### src/rtl/dmem_arb_pkg.sv
// Shared constants and helpers for the data-memory arbiter.
package dmem_arb_pkg;

  localparam int DEF_ADDR_W    = 32;
  localparam int DEF_DATA_W    = 32;
  localparam int DEF_MAX_WAIT  = 8;
  localparam int DEF_MAX_BURST = 4;

  // Owner of the memory port; plain constants so older netlists keep the same encoding.
  typedef logic [0:0] owner_t;
  localparam owner_t S_CPU  = 1'b0;
  localparam owner_t S_HOST = 1'b1;

  function automatic int cntWidth(input int maxVal);
    return (maxVal < 1) ? 1 : $clog2(maxVal + 1);
  endfunction

endpackage

### src/rtl/dmem_arbiter_if.sv
// Core, host and memory sides of the data-memory arbiter. The arbiter uses the
// slave view; whatever surrounds it (core, host, memory) uses the master view.
interface dmem_arbiter_if
  import dmem_arb_pkg::*;
#(
  parameter int ADDR_W = DEF_ADDR_W,
  parameter int DATA_W = DEF_DATA_W
) ();

  logic [ADDR_W-1:0] CpuAddr;
  logic              CpuRead;
  logic              CpuWrite;
  logic [DATA_W-1:0] CpuWData;
  logic [DATA_W-1:0] CpuRData;
  logic              CpuStall;

  logic              HostReq;
  logic              HostWrite;
  logic [ADDR_W-1:0] HostAddr;
  logic [DATA_W-1:0] HostWData;
  logic              HostGnt;
  logic [DATA_W-1:0] HostRData;
  logic              HostRValid;

  logic [ADDR_W-1:0] MemAddr;
  logic              MemRead;
  logic              MemWrite;
  logic [DATA_W-1:0] MemWData;
  logic [DATA_W-1:0] MemRData;

  modport slave (
    input  CpuAddr, CpuRead, CpuWrite, CpuWData,
    input  HostReq, HostWrite, HostAddr, HostWData,
    input  MemRData,
    output CpuRData, CpuStall,
    output HostGnt, HostRData, HostRValid,
    output MemAddr, MemRead, MemWrite, MemWData
  );

  modport master (
    output CpuAddr, CpuRead, CpuWrite, CpuWData,
    output HostReq, HostWrite, HostAddr, HostWData,
    output MemRData,
    input  CpuRData, CpuStall,
    input  HostGnt, HostRData, HostRValid,
    input  MemAddr, MemRead, MemWrite, MemWData
  );

endinterface

### src/rtl/dmem_arb_ctrl.sv
// Owner FSM for the data-memory port: the core has priority, a waiting host is
// forced in after MAX_WAIT lost cycles, and a host tenure is capped while the core is busy.
module dmem_arb_ctrl
  import dmem_arb_pkg::*;
#(
  parameter int MAX_WAIT  = DEF_MAX_WAIT,
  parameter int MAX_BURST = DEF_MAX_BURST
) (
  input  logic   CLK,
  input  logic   RST,
  input  logic   CpuRead,
  input  logic   CpuWrite,
  input  logic   HostReq,
  output owner_t Owner,
  output logic   HostGnt,
  output logic   CpuStall
);

  localparam int WAIT_W  = cntWidth(MAX_WAIT);
  localparam int BURST_W = cntWidth(MAX_BURST);
  localparam logic [WAIT_W-1:0]  WAIT_LAST  = WAIT_W'(MAX_WAIT - 1);
  localparam logic [WAIT_W-1:0]  WAIT_MAX   = WAIT_W'(MAX_WAIT);
  localparam logic [BURST_W-1:0] BURST_LAST = BURST_W'(MAX_BURST - 1);
  localparam logic [BURST_W-1:0] BURST_MAX  = BURST_W'(MAX_BURST);

  owner_t             state_r;
  owner_t             stateNext_s;
  logic [WAIT_W-1:0]  waitCnt_r;
  logic [WAIT_W-1:0]  waitCntNext_s;
  logic [BURST_W-1:0] burstCnt_r;
  logic [BURST_W-1:0] burstCntNext_s;
  logic               cpuActive_s;

  assign cpuActive_s = CpuRead | CpuWrite;
  assign Owner       = state_r;

  // Ownership decision, counter updates and the grant/stall outputs
  always_comb begin
    stateNext_s    = state_r;
    waitCntNext_s  = waitCnt_r;
    burstCntNext_s = burstCnt_r;
    HostGnt        = 1'b0;
    CpuStall       = 1'b0;
    case (state_r)
      S_CPU: begin
        burstCntNext_s = '0;
        if (HostReq && (!cpuActive_s || (waitCnt_r == WAIT_LAST))) begin
          stateNext_s   = S_HOST;
          waitCntNext_s = '0;
        end else if (HostReq) begin
          waitCntNext_s = (waitCnt_r == WAIT_MAX) ? waitCnt_r : waitCnt_r + WAIT_W'(1);
        end else begin
          // A withdrawn request forfeits the cycles it already waited.
          waitCntNext_s = '0;
        end
      end
      S_HOST: begin
        HostGnt       = HostReq;
        CpuStall      = cpuActive_s;
        waitCntNext_s = '0;
        if (!HostReq) begin
          stateNext_s    = S_CPU;
          burstCntNext_s = '0;
        end else if (cpuActive_s && (burstCnt_r >= BURST_LAST)) begin
          stateNext_s    = S_CPU;
          burstCntNext_s = '0;
        end else if (burstCnt_r != BURST_MAX) begin
          burstCntNext_s = burstCnt_r + BURST_W'(1);
        end else begin
          burstCntNext_s = burstCnt_r;
        end
      end
      default: begin
        stateNext_s    = S_CPU;
        waitCntNext_s  = '0;
        burstCntNext_s = '0;
      end
    endcase
  end

  // Owner state and arbitration counters
  always_ff @(posedge CLK or negedge RST) begin
    if (!RST) begin
      state_r    <= S_CPU;
      waitCnt_r  <= '0;
      burstCnt_r <= '0;
    end else begin
      state_r    <= stateNext_s;
      waitCnt_r  <= waitCntNext_s;
      burstCnt_r <= burstCntNext_s;
    end
  end

endmodule

### src/rtl/dmem_arbiter.sv
// Shares the single data-memory port between the core and a host requester.
// The memory mux is combinational from the owner; host load data is registered.
module dmem_arbiter
  import dmem_arb_pkg::*;
#(
  parameter int ADDR_W    = DEF_ADDR_W,
  parameter int DATA_W    = DEF_DATA_W,
  parameter int MAX_WAIT  = DEF_MAX_WAIT,
  parameter int MAX_BURST = DEF_MAX_BURST
) (
  input logic           CLK,
  input logic           RST,
  dmem_arbiter_if.slave bus
);

  owner_t            owner_s;
  logic              hostGnt_s;
  logic              cpuStall_s;
  logic [ADDR_W-1:0] memAddr_s;
  logic [DATA_W-1:0] memWData_s;
  logic              memRead_s;
  logic              memWrite_s;
  logic [DATA_W-1:0] hostRData_r;
  logic              hostRValid_r;

  dmem_arb_ctrl #(
    .MAX_WAIT  (MAX_WAIT),
    .MAX_BURST (MAX_BURST)
  ) u_ctrl (
    .CLK      (CLK),
    .RST      (RST),
    .CpuRead  (bus.CpuRead),
    .CpuWrite (bus.CpuWrite),
    .HostReq  (bus.HostReq),
    .Owner    (owner_s),
    .HostGnt  (hostGnt_s),
    .CpuStall (cpuStall_s)
  );

  // Memory port mux selected by the current owner
  always_comb begin
    if (owner_s == S_HOST) begin
      memAddr_s  = bus.HostAddr;
      memWData_s = bus.HostWData;
      memRead_s  = bus.HostReq & ~bus.HostWrite;
      memWrite_s = bus.HostReq & bus.HostWrite;
    end else begin
      memAddr_s  = bus.CpuAddr;
      memWData_s = bus.CpuWData;
      memRead_s  = bus.CpuRead;
      memWrite_s = bus.CpuWrite;
    end
  end

  // Capture host load data at the edge that completes a read beat
  always_ff @(posedge CLK or negedge RST) begin
    if (!RST) begin
      hostRData_r  <= '0;
      hostRValid_r <= 1'b0;
    end else if (hostGnt_s && !bus.HostWrite) begin
      hostRData_r  <= bus.MemRData;
      hostRValid_r <= 1'b1;
    end else begin
      hostRData_r  <= hostRData_r;
      hostRValid_r <= 1'b0;
    end
  end

  assign bus.MemAddr    = memAddr_s;
  assign bus.MemWData   = memWData_s;
  assign bus.MemRead    = memRead_s;
  assign bus.MemWrite   = memWrite_s;
  assign bus.CpuRData   = bus.MemRData;
  assign bus.CpuStall   = cpuStall_s;
  assign bus.HostGnt    = hostGnt_s;
  assign bus.HostRData  = hostRData_r;
  assign bus.HostRValid = hostRValid_r;

endmodule

### src/flat_wrapper.sv
// flat-port wrapper written by rule: the top's interface ports become plain ports
module dmem_arbiter_flat import dmem_arb_pkg::*;
#(
  parameter int ADDR_W    = DEF_ADDR_W,
  parameter int DATA_W    = DEF_DATA_W,
  parameter int MAX_WAIT  = DEF_MAX_WAIT,
  parameter int MAX_BURST = DEF_MAX_BURST
)
  (CLK, RST, bus_CpuAddr, bus_CpuRead, bus_CpuWrite, bus_CpuWData, bus_HostReq, bus_HostWrite, bus_HostAddr, bus_HostWData, bus_MemRData, bus_CpuRData, bus_CpuStall, bus_HostGnt, bus_HostRData, bus_HostRValid, bus_MemAddr, bus_MemRead, bus_MemWrite, bus_MemWData);
  dmem_arbiter_if #(.ADDR_W(ADDR_W), .DATA_W(DATA_W)) bus_i ();
  input logic CLK;
  input logic RST;
  input wire logic [$bits(bus_i.CpuAddr)-1:0] bus_CpuAddr;
  input wire logic [$bits(bus_i.CpuRead)-1:0] bus_CpuRead;
  input wire logic [$bits(bus_i.CpuWrite)-1:0] bus_CpuWrite;
  input wire logic [$bits(bus_i.CpuWData)-1:0] bus_CpuWData;
  input wire logic [$bits(bus_i.HostReq)-1:0] bus_HostReq;
  input wire logic [$bits(bus_i.HostWrite)-1:0] bus_HostWrite;
  input wire logic [$bits(bus_i.HostAddr)-1:0] bus_HostAddr;
  input wire logic [$bits(bus_i.HostWData)-1:0] bus_HostWData;
  input wire logic [$bits(bus_i.MemRData)-1:0] bus_MemRData;
  output wire logic [$bits(bus_i.CpuRData)-1:0] bus_CpuRData;
  output wire logic [$bits(bus_i.CpuStall)-1:0] bus_CpuStall;
  output wire logic [$bits(bus_i.HostGnt)-1:0] bus_HostGnt;
  output wire logic [$bits(bus_i.HostRData)-1:0] bus_HostRData;
  output wire logic [$bits(bus_i.HostRValid)-1:0] bus_HostRValid;
  output wire logic [$bits(bus_i.MemAddr)-1:0] bus_MemAddr;
  output wire logic [$bits(bus_i.MemRead)-1:0] bus_MemRead;
  output wire logic [$bits(bus_i.MemWrite)-1:0] bus_MemWrite;
  output wire logic [$bits(bus_i.MemWData)-1:0] bus_MemWData;
  assign bus_i.CpuAddr = bus_CpuAddr;
  assign bus_i.CpuRead = bus_CpuRead;
  assign bus_i.CpuWrite = bus_CpuWrite;
  assign bus_i.CpuWData = bus_CpuWData;
  assign bus_i.HostReq = bus_HostReq;
  assign bus_i.HostWrite = bus_HostWrite;
  assign bus_i.HostAddr = bus_HostAddr;
  assign bus_i.HostWData = bus_HostWData;
  assign bus_i.MemRData = bus_MemRData;
  assign bus_CpuRData = bus_i.CpuRData;
  assign bus_CpuStall = bus_i.CpuStall;
  assign bus_HostGnt = bus_i.HostGnt;
  assign bus_HostRData = bus_i.HostRData;
  assign bus_HostRValid = bus_i.HostRValid;
  assign bus_MemAddr = bus_i.MemAddr;
  assign bus_MemRead = bus_i.MemRead;
  assign bus_MemWrite = bus_i.MemWrite;
  assign bus_MemWData = bus_i.MemWData;
  dmem_arbiter #(.ADDR_W(ADDR_W), .DATA_W(DATA_W), .MAX_WAIT(MAX_WAIT), .MAX_BURST(MAX_BURST)) u_core (.CLK(CLK), .RST(RST), .bus(bus_i));
endmodule
### config.mk
export PLATFORM = sky130hd
export DESIGN_NAME = dmem_arbiter_flat
export DESIGN_NICKNAME = d
export VERILOG_FILES = /design/src/rtl/dmem_arb_pkg.sv /design/src/rtl/dmem_arbiter_if.sv /design/src/rtl/dmem_arb_ctrl.sv /design/src/rtl/dmem_arbiter.sv /design/src/flat_wrapper.sv
export SDC_FILE = /design/constraint.sdc
export NUM_CORES = 1
export LEC_CHECK = 0
export CAP_MARGIN = 20
export CELL_PAD_IN_SITES_DETAIL_PLACEMENT = 1
export CELL_PAD_IN_SITES_GLOBAL_PLACEMENT = 1
export CORE_MARGIN = 2
export CORE_UTILIZATION = 18
export CTS_CLUSTER_SIZE = 28
export DETAILED_ROUTE_END_ITERATION = 7
export HOLD_SLACK_MARGIN = 0.1
export PLACE_DENSITY_LB_ADDON = 0.08
export SYNTH_ARGS = -nofsm -noshare
export SYNTH_HDL_FRONTEND = slang
export SYNTH_SLANG_ARGS = --single-unit
export TNS_END_PERCENT = 50
### constraint.sdc
create_clock -name CLK -period 1.7 [get_ports CLK]
set_clock_uncertainty 0.05 [all_clocks]
set_input_delay 0.51 -clock CLK [delete_from_list [all_inputs] [get_ports CLK]]
set_output_delay 0.51 -clock CLK [all_outputs]
set_load 0.005 [all_outputs]
Word-level counts from Yosys, hierarchy flattened:

Index checks and enable logic that the tools add are counted.

* bits in registers: 41
* bits in latches: 0
* memory bits (writable): 0
* memory bits (read-only): 0
* input port bits: 166
* output and inout port bits: 133
* memories kept: 0

* add/subtract/negate cells: 2
* $mul: 0
* divide/modulo/power cells: 0
* $lt $le $gt $ge: 1
* equal/unequal tests: 5
* shifts and indexed selects: 0
* mux-type cells: 19
* bitwise operators: 5
* reduce and logical (&&, ||, !) cells: 6

Operators by type and width (count)
* 32-bit 2-to-1 mux: 2
* 4-bit 2-to-1 mux: 3
* 3-bit 2-to-1 mux: 3
* 1-bit 2-to-1 mux: 8
* 4-bit one-hot mux with 2 select lines: 1
* 3-bit one-hot mux with 2 select lines: 1
* 4-bit by 1-bit adder with 4-bit output, second input constant: 1
* 4-bit by 3-bit equality test with 1-bit output, second input constant: 1
* 4-bit equality test, second input constant: 1
* 4-bit by 2-bit inequality test with 1-bit output, second input constant: 1
* 4-bit inequality test, second input constant: 1
* 3-bit by 1-bit adder with 3-bit output, second input constant: 1
* 3-bit by 2-bit greater-or-equal comparator with 1-bit output, second input constant: 1
* 1-bit logical AND: 3
* 3-bit inequality test, second input constant: 1
* 1-bit bitwise AND: 2
* 1-bit zero test: 2
* 1-bit inverter: 2
* 1-bit one-hot mux with 2 select lines: 1
* 1-bit logical OR: 1
* 1-bit OR: 1

Longest topological paths before layout:

Gate-level depths: netlist of the first run.

* depth in word-level cells: 6
* depth in mapped cells: 6

By module:

A second synthesis of the first run with hierarchy kept.

* cells, all modules: 227
* area, all modules: 2924.1 µm²

Modules (own cells, without submodules)
* dmem_arbiter: instances 1, cells an instance 180, area an instance 2462.4 µm²
* dmem_arb_ctrl: instances 1, cells an instance 47, area an instance 461.7 µm²

Worst setup path after synthesis of the first run:

Ideal clock, no wire load.

* path type: flip-flop to output port
* start: reg u_core.u_ctrl.state_r (netlist: u_core.u_ctrl.Owner)
* end: out bus_MemWData[19]
* arrival: 1.196 ns
* data required time: 1.140 ns
* path slack: -0.056 ns
* cell stages (with the launch flop): 5
* path buffers: 3
* path through: dfrtp_1 > buf_4 > buf_2 > buf_2 > mux2_2

* cells in the longest elaborated chain, start to end: 1

Ends and longest elaborated chain
* from (decl): RTL line dmem_arb_ctrl.sv:26 `owner_t state_r;`
* from (signal assigned): RTL line dmem_arb_ctrl.sv:88 `state_r <= stateNext_s;`
* 32-bit 2-to-1 mux: RTL line dmem_arbiter.sv:42 `if (owner_s == S_HOST) begin`
* to (decl): RTL line flat_wrapper.sv:30 `output wire logic [$bits(bus_i.MemWData)-1:0] bus_MemWData;`

No other way between the ends.

Worst setup path after layout of the first run:

* start: reg u_core.u_ctrl.state_r (netlist: u_core.u_ctrl.Owner)
* end: out bus_MemWrite

* cells in the longest elaborated chain, start to end: 1

Ends and longest elaborated chain
* 1-bit 2-to-1 mux: RTL line dmem_arbiter.sv:42
* to (decl): RTL line flat_wrapper.sv:29 `output wire logic [$bits(bus_i.MemWrite)-1:0] bus_MemWrite;`

No other way between the ends.

==> results.toml, run 1 <==
[clock_network]
clock_latency_ns = 0.28
h-tree-depth = 2
numCtsBuffers = 5
clkTransAtPathRegs_ns = 0.06
cts_tree = "done"
cts_sinks = 41
cts_root_buf = "clkbuf_16"
cts_hold_buf = 0
clk_path_buf_depth = 2

[finish]
diodes = 0
nets = 724
final_cells = 765
area_growth_pct = 132
drive_gt1_frac = 0.500

[synth]
syn_area_um2 = 2830
muxShareOfSynthArea = 0.422
synth_top_family_by_area = "multiplexers"
synth_top_area_share = 0.362
synth_cell_type_count = 25
yosys.area.top_type = "dfrtp_1"
synth_seq_cells = 41
syn_avg_cell_area_um2 = 12.5
synthAdderAreaFrac = 0.0221
yosysWarnings = 0
syn-num-nets = 397
seq_area_frac_synth = 0.362
synth_compound_area_frac = 0.0203
synth-simple-area-share = 0.0375
ys_top_cells_by_area = "dfrtp_1, mux2_2, mux2_4, buf_4, ha_1"
syn_inst = 226
synth_xor_area_frac = 0.00928

[floorplan]
ios = 299
rows = 45
core_um2 = 15300
start_util = 0.185
die_w_um = 129
dieArea_um2 = 16800
die_h_um = 129

[routing]
avgViaCountPerCell = 3.93
wl_met3_um = 797
wire_per_inst_um = 17.9
drc = 0
routed_wirelength_um = 13700
postRouteAntennaNets = 0
dr_total_vias = 3004
met1_length_um = 5170
drt_first_pass_iters = 4
first_iter_violations = 55
highest_layer = "met4"
met2_length_um = 7470

[worst_setup_path]
startpoint_type = "register"
path_class = "register to primary output"
cp.required_ns = 1.14
critPathArrivalTime_ns = 1.58
worst_r2r_path_depth = 7
crit_path_max_fanout = 5
end_kind = "primary output"

[outcome]
violations = "negative setup slack"
status = "complete, but fails checks"

[placed_design]
gp_congestion = 0.815
dp.cells = 731
hpwl_um = 10700
io_buffers = 298

[sta]
worst_pin_slew_ns = 0.264
slew_violations = 0
fin_crit_ns = 2.14
worst_slack_ns = -0.440
relSlewSlack = 0.824
finalHoldViolCount = 0
max_freq_mhz = 467
rsz0062_at_grt = "yes"
setup_viol_count_final = 104
period_share = 1.26

[global_routing]
grt_first_pass_wirelength_um = 19500
grt_max_degree = 42
grt-ovfl-total = 0
antenna_found_initial = 0
grt_usage = 0.154
first_global_vias = 3253

[hold_path]
min_path_type = "input port to asynchronous set/reset pin"

[pwr]
power.total_w = 0.00427
peakVddDrop_mv = 0.369
cellPowerDensity_nw_per_um2 = 648
leakage_nw = 3.11

[job]
cap_viol_max_count = 0
Yosys cell counts, drive strengths merged:
cell type,count
mux2,96
and3b,1
xnor2,2
and2,1
nand3b,2
nor2,7
nand2b,2
buf,44
ha,5
inv,8
o31ai,1
nand3,2
dfrtp,41
o21ai,2
or4b,1
a21oi,4
xor2,1
a22o,1
nand2,3
a211oi,1
mux2i,1
through the flow:
| step | area (um2) | hold slack [ns] | util | setup WS (ns) | setup TNS (ns) |
|---|---|---|---|---|---|
| finish | 6580 | 0.145 | 0.430 | -0.440 | -28.20 |
| global route | 6580 | 0.156 | 0.430 | -0.497 | -33.80 |
| CTS | 6410 | 0.158 | 0.419 | -0.451 | -30.40 |
| detailed placement | 6100 | 0.444 | 0.398 | -0.789 | -65.96 |
| global placement | 6100 | 0.439 | 0.398 | -0.769 | -63.85 |
| floorplan | 2840 | 0.164 | - | 0.0209 | 0 |
cell usage in the layout (no fill, tap or decap), drive strengths merged, types with 3 or more instances in the layout:
| master | Yosys | final |
|---|---|---|
| clkdlybuf4s15 | 0 | 11 |
| nor2 | 7 | 7 |
| ha | 5 | 5 |
| mux2 | 96 | 96 |
| clkbuf | 0 | 7 |
| dfrtp | 41 | 41 |
| clkdlybuf4s50 | 0 | 152 |
| buf | 44 | 154 |
| inv | 8 | 8 |
| dlygate4sd2 | 0 | 44 |
| a21oi | 4 | 4 |
| nand2 | 3 | 3 |
registers in the layout (all words and copies together) (netlist names):
register,count
u_core.u_ctrl.Owner,1
u_core.u_ctrl.waitCnt_r,4
u_core.bus.HostRData,32
u_core.bus.HostRValid,1
u_core.u_ctrl.burstCnt_r,3
cell type report:
type	count	area, um2
fill	1677	8730
clock inverter	2	38.8
clock buffer	6	129
multi-input combinational	133	1540
sequential	41	1030
timing repair buffer	364	3560
tap	211	264
inverter	8	30.0
worst paths after layout:
check	startpoint	to	slack [ns]
min in group CLK	u_core.bus.HostRData[17]	u_core.bus.HostRData[17]	0.45
worst min register to register	u_core.bus.HostRData[17]	u_core.bus.HostRData[17]	0.45
worst min-delay path	RST	u_core.bus.HostRData[22]	0.15
worst max register to register	u_core.u_ctrl.Owner	u_core.bus.HostRData[16]	-0.21
worst max-delay path	u_core.u_ctrl.Owner	bus_MemWrite	-0.44
max in group asynchronous	RST	u_core.u_ctrl.Owner	1.24
power breakdown:
group          total [W]  leakage, nW  internal, W  switching [W]
combinational    0.00189         2.52      0.00133       0.000559
sequential       0.00130        0.508      0.00119       0.000113
clock            0.00108       0.0810     0.000696       0.000383
metal layers:
metal / vias to the layer above / GRT usage
met3: 14 / 0.0330
met4: 0 / 0.0367
met1: 1453 / 0.174
met5: - / 0
li1: 1418 / -
met2: 119 / 0.294
kinds of logic after synthesis:
| family | Yosys count |
|---|---|
| AO/OA/AOI/OAI | 9 |
| XOR/XNOR | 3 |
| adder cells (fa/ha/maj) | 5 |
| buffers and inverters | 52 |
| flip-flops | 41 |
| multiplexers | 97 |
| AND/OR/NAND/NOR | 19 |
what timing repair did:
item                       in CTS  in global routing
gates resized for setup       483                 44
setup endpoints to repair     168                109
pin swaps                       3                  0
buffers inserted               21                  0
cloned                          6                  1
critical path, cell delays in order, from the launching register on:
cell and delay, ns:
dfrtp_2 0.43, buf_8 0.14, buf_12 0.13, buf_12 0.12, and2_4 0.15, a22o_1 0.19, buf_6 0.13
Note: power is estimated with default switching activity, not from simulation.
==> run 2: changes to the inputs <==
--- a/config.mk
+++ b/config.mk
@@ -12,7 +12,6 @@
 export CORE_UTILIZATION = 18
 export CTS_CLUSTER_SIZE = 28
 export DETAILED_ROUTE_END_ITERATION = 7
-export HOLD_SLACK_MARGIN = 0.1
 export PLACE_DENSITY_LB_ADDON = 0.08
 export SYNTH_ARGS = -nofsm -noshare
 export SYNTH_HDL_FRONTEND = slang
==> results of run 2 <==
The final DEF is identical to that of run 1; final timing and power are the same.
==> run 3: changes to the inputs <==
--- a/config.mk
+++ b/config.mk
@@ -9,9 +9,10 @@
 export CELL_PAD_IN_SITES_DETAIL_PLACEMENT = 1
 export CELL_PAD_IN_SITES_GLOBAL_PLACEMENT = 1
 export CORE_MARGIN = 2
-export CORE_UTILIZATION = 18
+export CORE_UTILIZATION = 21
 export CTS_CLUSTER_SIZE = 28
 export DETAILED_ROUTE_END_ITERATION = 7
+export GPL_TIMING_DRIVEN = 0
 export PLACE_DENSITY_LB_ADDON = 0.08
 export SYNTH_ARGS = -nofsm -noshare
 export SYNTH_HDL_FRONTEND = slang
==> constraint.sdc (replaced) <==
create_clock -name CLK -period 2.65 [get_ports CLK]
set_clock_uncertainty 0.05 [all_clocks]
set_input_delay 0.795 -clock CLK [delete_from_list [all_inputs] [get_ports CLK]]
set_output_delay 0.795 -clock CLK [all_outputs]
set_load 0.005 [all_outputs]
==> results.toml, run 3 (synthesis results as in run 1) <==
[clock_network]
clock_latency_ns = 0.28
cts_root_buf = "clkbuf_16"
h-tree-depth = 2
clk_path_buf_depth = 2
cts_hold_buf = 0
cts_tree = "done"
clkTransAtPathRegs_ns = 0.06
numCtsBuffers = 5
cts_sinks = 41

[routing]
met1_length_um = 4760
postRouteAntennaNets = 0
dr_total_vias = 2906
drt_first_pass_iters = 4
wire_per_inst_um = 17.6
highest_layer = "met4"
first_iter_violations = 51
routed_wirelength_um = 12500
drc = 0
wl_met3_um = 910
avgViaCountPerCell = 4.09
met2_length_um = 6660

[pwr]
switching_share = 0.239
clkPwrFrac = 0.260
p_switching_w = 0.000639
cellPowerDensity_nw_per_um2 = 437
pwr-share-seq = 0.313
leakage_nw = 2.82
combPwrFrac = 0.427
internal_power_w = 0.00203
peakVddDrop_mv = 0.259

[global_routing]
antenna_found_initial = 1
grt_first_pass_wirelength_um = 18600
first_global_vias = 3249
grt_usage = 0.167
grt-ovfl-total = 0
grt_max_degree = 39

[worst_setup_path]
rr_startpoint = "u_core.u_ctrl.Owner"
critPathArrivalTime_ns = 1.77
crit_path_max_fanout = 1
crit_start = "bus_CpuAddr[5]"
path_class = "input port to primary output"
end_kind = "primary output"
crit_chain = "clkdlybuf4s50_1 > mux2_2 > dlygate4sd2_1"
startpoint_type = "input port"
r2r_slack_ns = 0.81
max_stage_delay_ns = 0.43
cp.required_ns = 1.81
cp_slowest_cell = "clkdlybuf4s50_1"

[floorplan]
rows = 42
die_h_um = 120
start_util = 0.215
dieArea_um2 = 14400
die_w_um = 120
core_um2 = 13200
ios = 299

[sta]
rsz0062_at_grt = "no"
setup_viol_count_final = 0
slew_violations = 0
max_freq_mhz = 383
relSlewSlack = 0.724
worst_pin_slew_ns = 0.409
fin_crit_ns = 2.61
period_share = 0.986
finalHoldViolCount = 0
holdWs_ns = 0.272

[placed_design]
placed_area_um2 = 6050
gp_congestion = 0.819
io_buffers = 298
hpwl_um = 10700
dp.cells = 701

[finish]
layout.cells.most_common_list = "clkdlybuf4s50_1, dlygate4sd2_1, mux2_2"
drive_gt1_frac = 0.333
final_common_cell = "clkdlybuf4s50_1"
largest_reg_flops = 32
final_cells = 711
final_util = 0.464
area_growth_pct = 116
nets = 704
postLayoutCellArea_um2 = 6120

[outcome]
status = "finished, final reports clean"

[job]
cap_viol_max_count = 0

[hold_path]
min_path_type = "input port to asynchronous set/reset pin"
-- run 3: changes by cell type in the layout (fill, tap and decap cells not counted), moves of 9 or more --
cell,before,now
buf_6,53,5
buf_2,45,7
buf_4,39,56
mux2_2,47,68
clkdlybuf4s15_2,11,0
dlygate4sd2_1,44,78
buf_12,11,2
mux2_4,49,28
clkdlybuf4s50_1,152,192
-- run 3: power by group through the flow --
stage / sequential, W / clock [W] / combinational [W]
after floorplan: 0.000852 / 0 / 0.000385
after global placement: 0.000841 / 0 / 0.00121
after global routing: 0.000856 / 0.000744 / 0.00122
final: 0.000836 / 0.000696 / 0.00114
after detailed placement: 0.000845 / 0 / 0.00123
after CTS: 0.000837 / 0.000722 / 0.00116
-- run 3: metrics by stage --
stage | setup WS (ns) | total power [W] | setup TNS [ns]
2_1_floorplan | 0.401 | 0.00124 | 0
3_3_place_gp | -0.706 | 0.00205 | -26.93
3_5_place_dp | -0.725 | 0.00207 | -11.42
4_1_cts | -0.100 | 0.00272 | -0.107
5_1_grt | 0.00408 | 0.00282 | 0
6_report | 0.0364 | 0.00267 | 0
-- run 3: worst paths after layout --
| check | end | cells after the start |
|---|---|---|
| max | bus_MemAddr[5] | 3 |
| min | u_core.bus.HostRData[5] | 1 |
| max reg2reg | u_core.bus.HostRData[30] | 7 |
| min reg2reg | u_core.bus.HostRData[17] | 1 |
| max in group asynchronous | u_core.u_ctrl.waitCnt_r[2] | 2 |
| min in group CLK | u_core.bus.HostRData[17] | 1 |
-- run 3: repair_timing --
action                     in CTS  in global routing
setup endpoints to repair     100                  6
buffers inserted                1                  1
gates cloned                    0                  0
pin swaps                       0                  2
resized for setup             118                  4
-- run 3: per-layer routing --
| metal | global-route usage | vias up |
|---|---|---|
| met1 | 0.184 | 1401 |
| met2 | 0.321 | 128 |
| met5 | 0 | - |
| li1 | - | 1364 |
| met3 | 0.0423 | 13 |
| met4 | 0.0338 | 0 |
-- run 3: final cells by class --
class                           instances  area [um2]
Sequential cell                        41        1030
Multi-Input combinational cell        133        1460
Inverter                                8        30.0
Tap cell                              176         220
Buffer                                 43         344
Fill cell                            1487        7070
Clock inverter                          2        38.8
Antenna cell                            1        2.50
Clock buffer                            6         129
Timing Repair Buffer                  301        2860
-- run 3: worst max-delay path: cells and delay by family --
family                 cells  cell delay (ns)
buffers and inverters      2             0.70
multiplexers               1             0.26
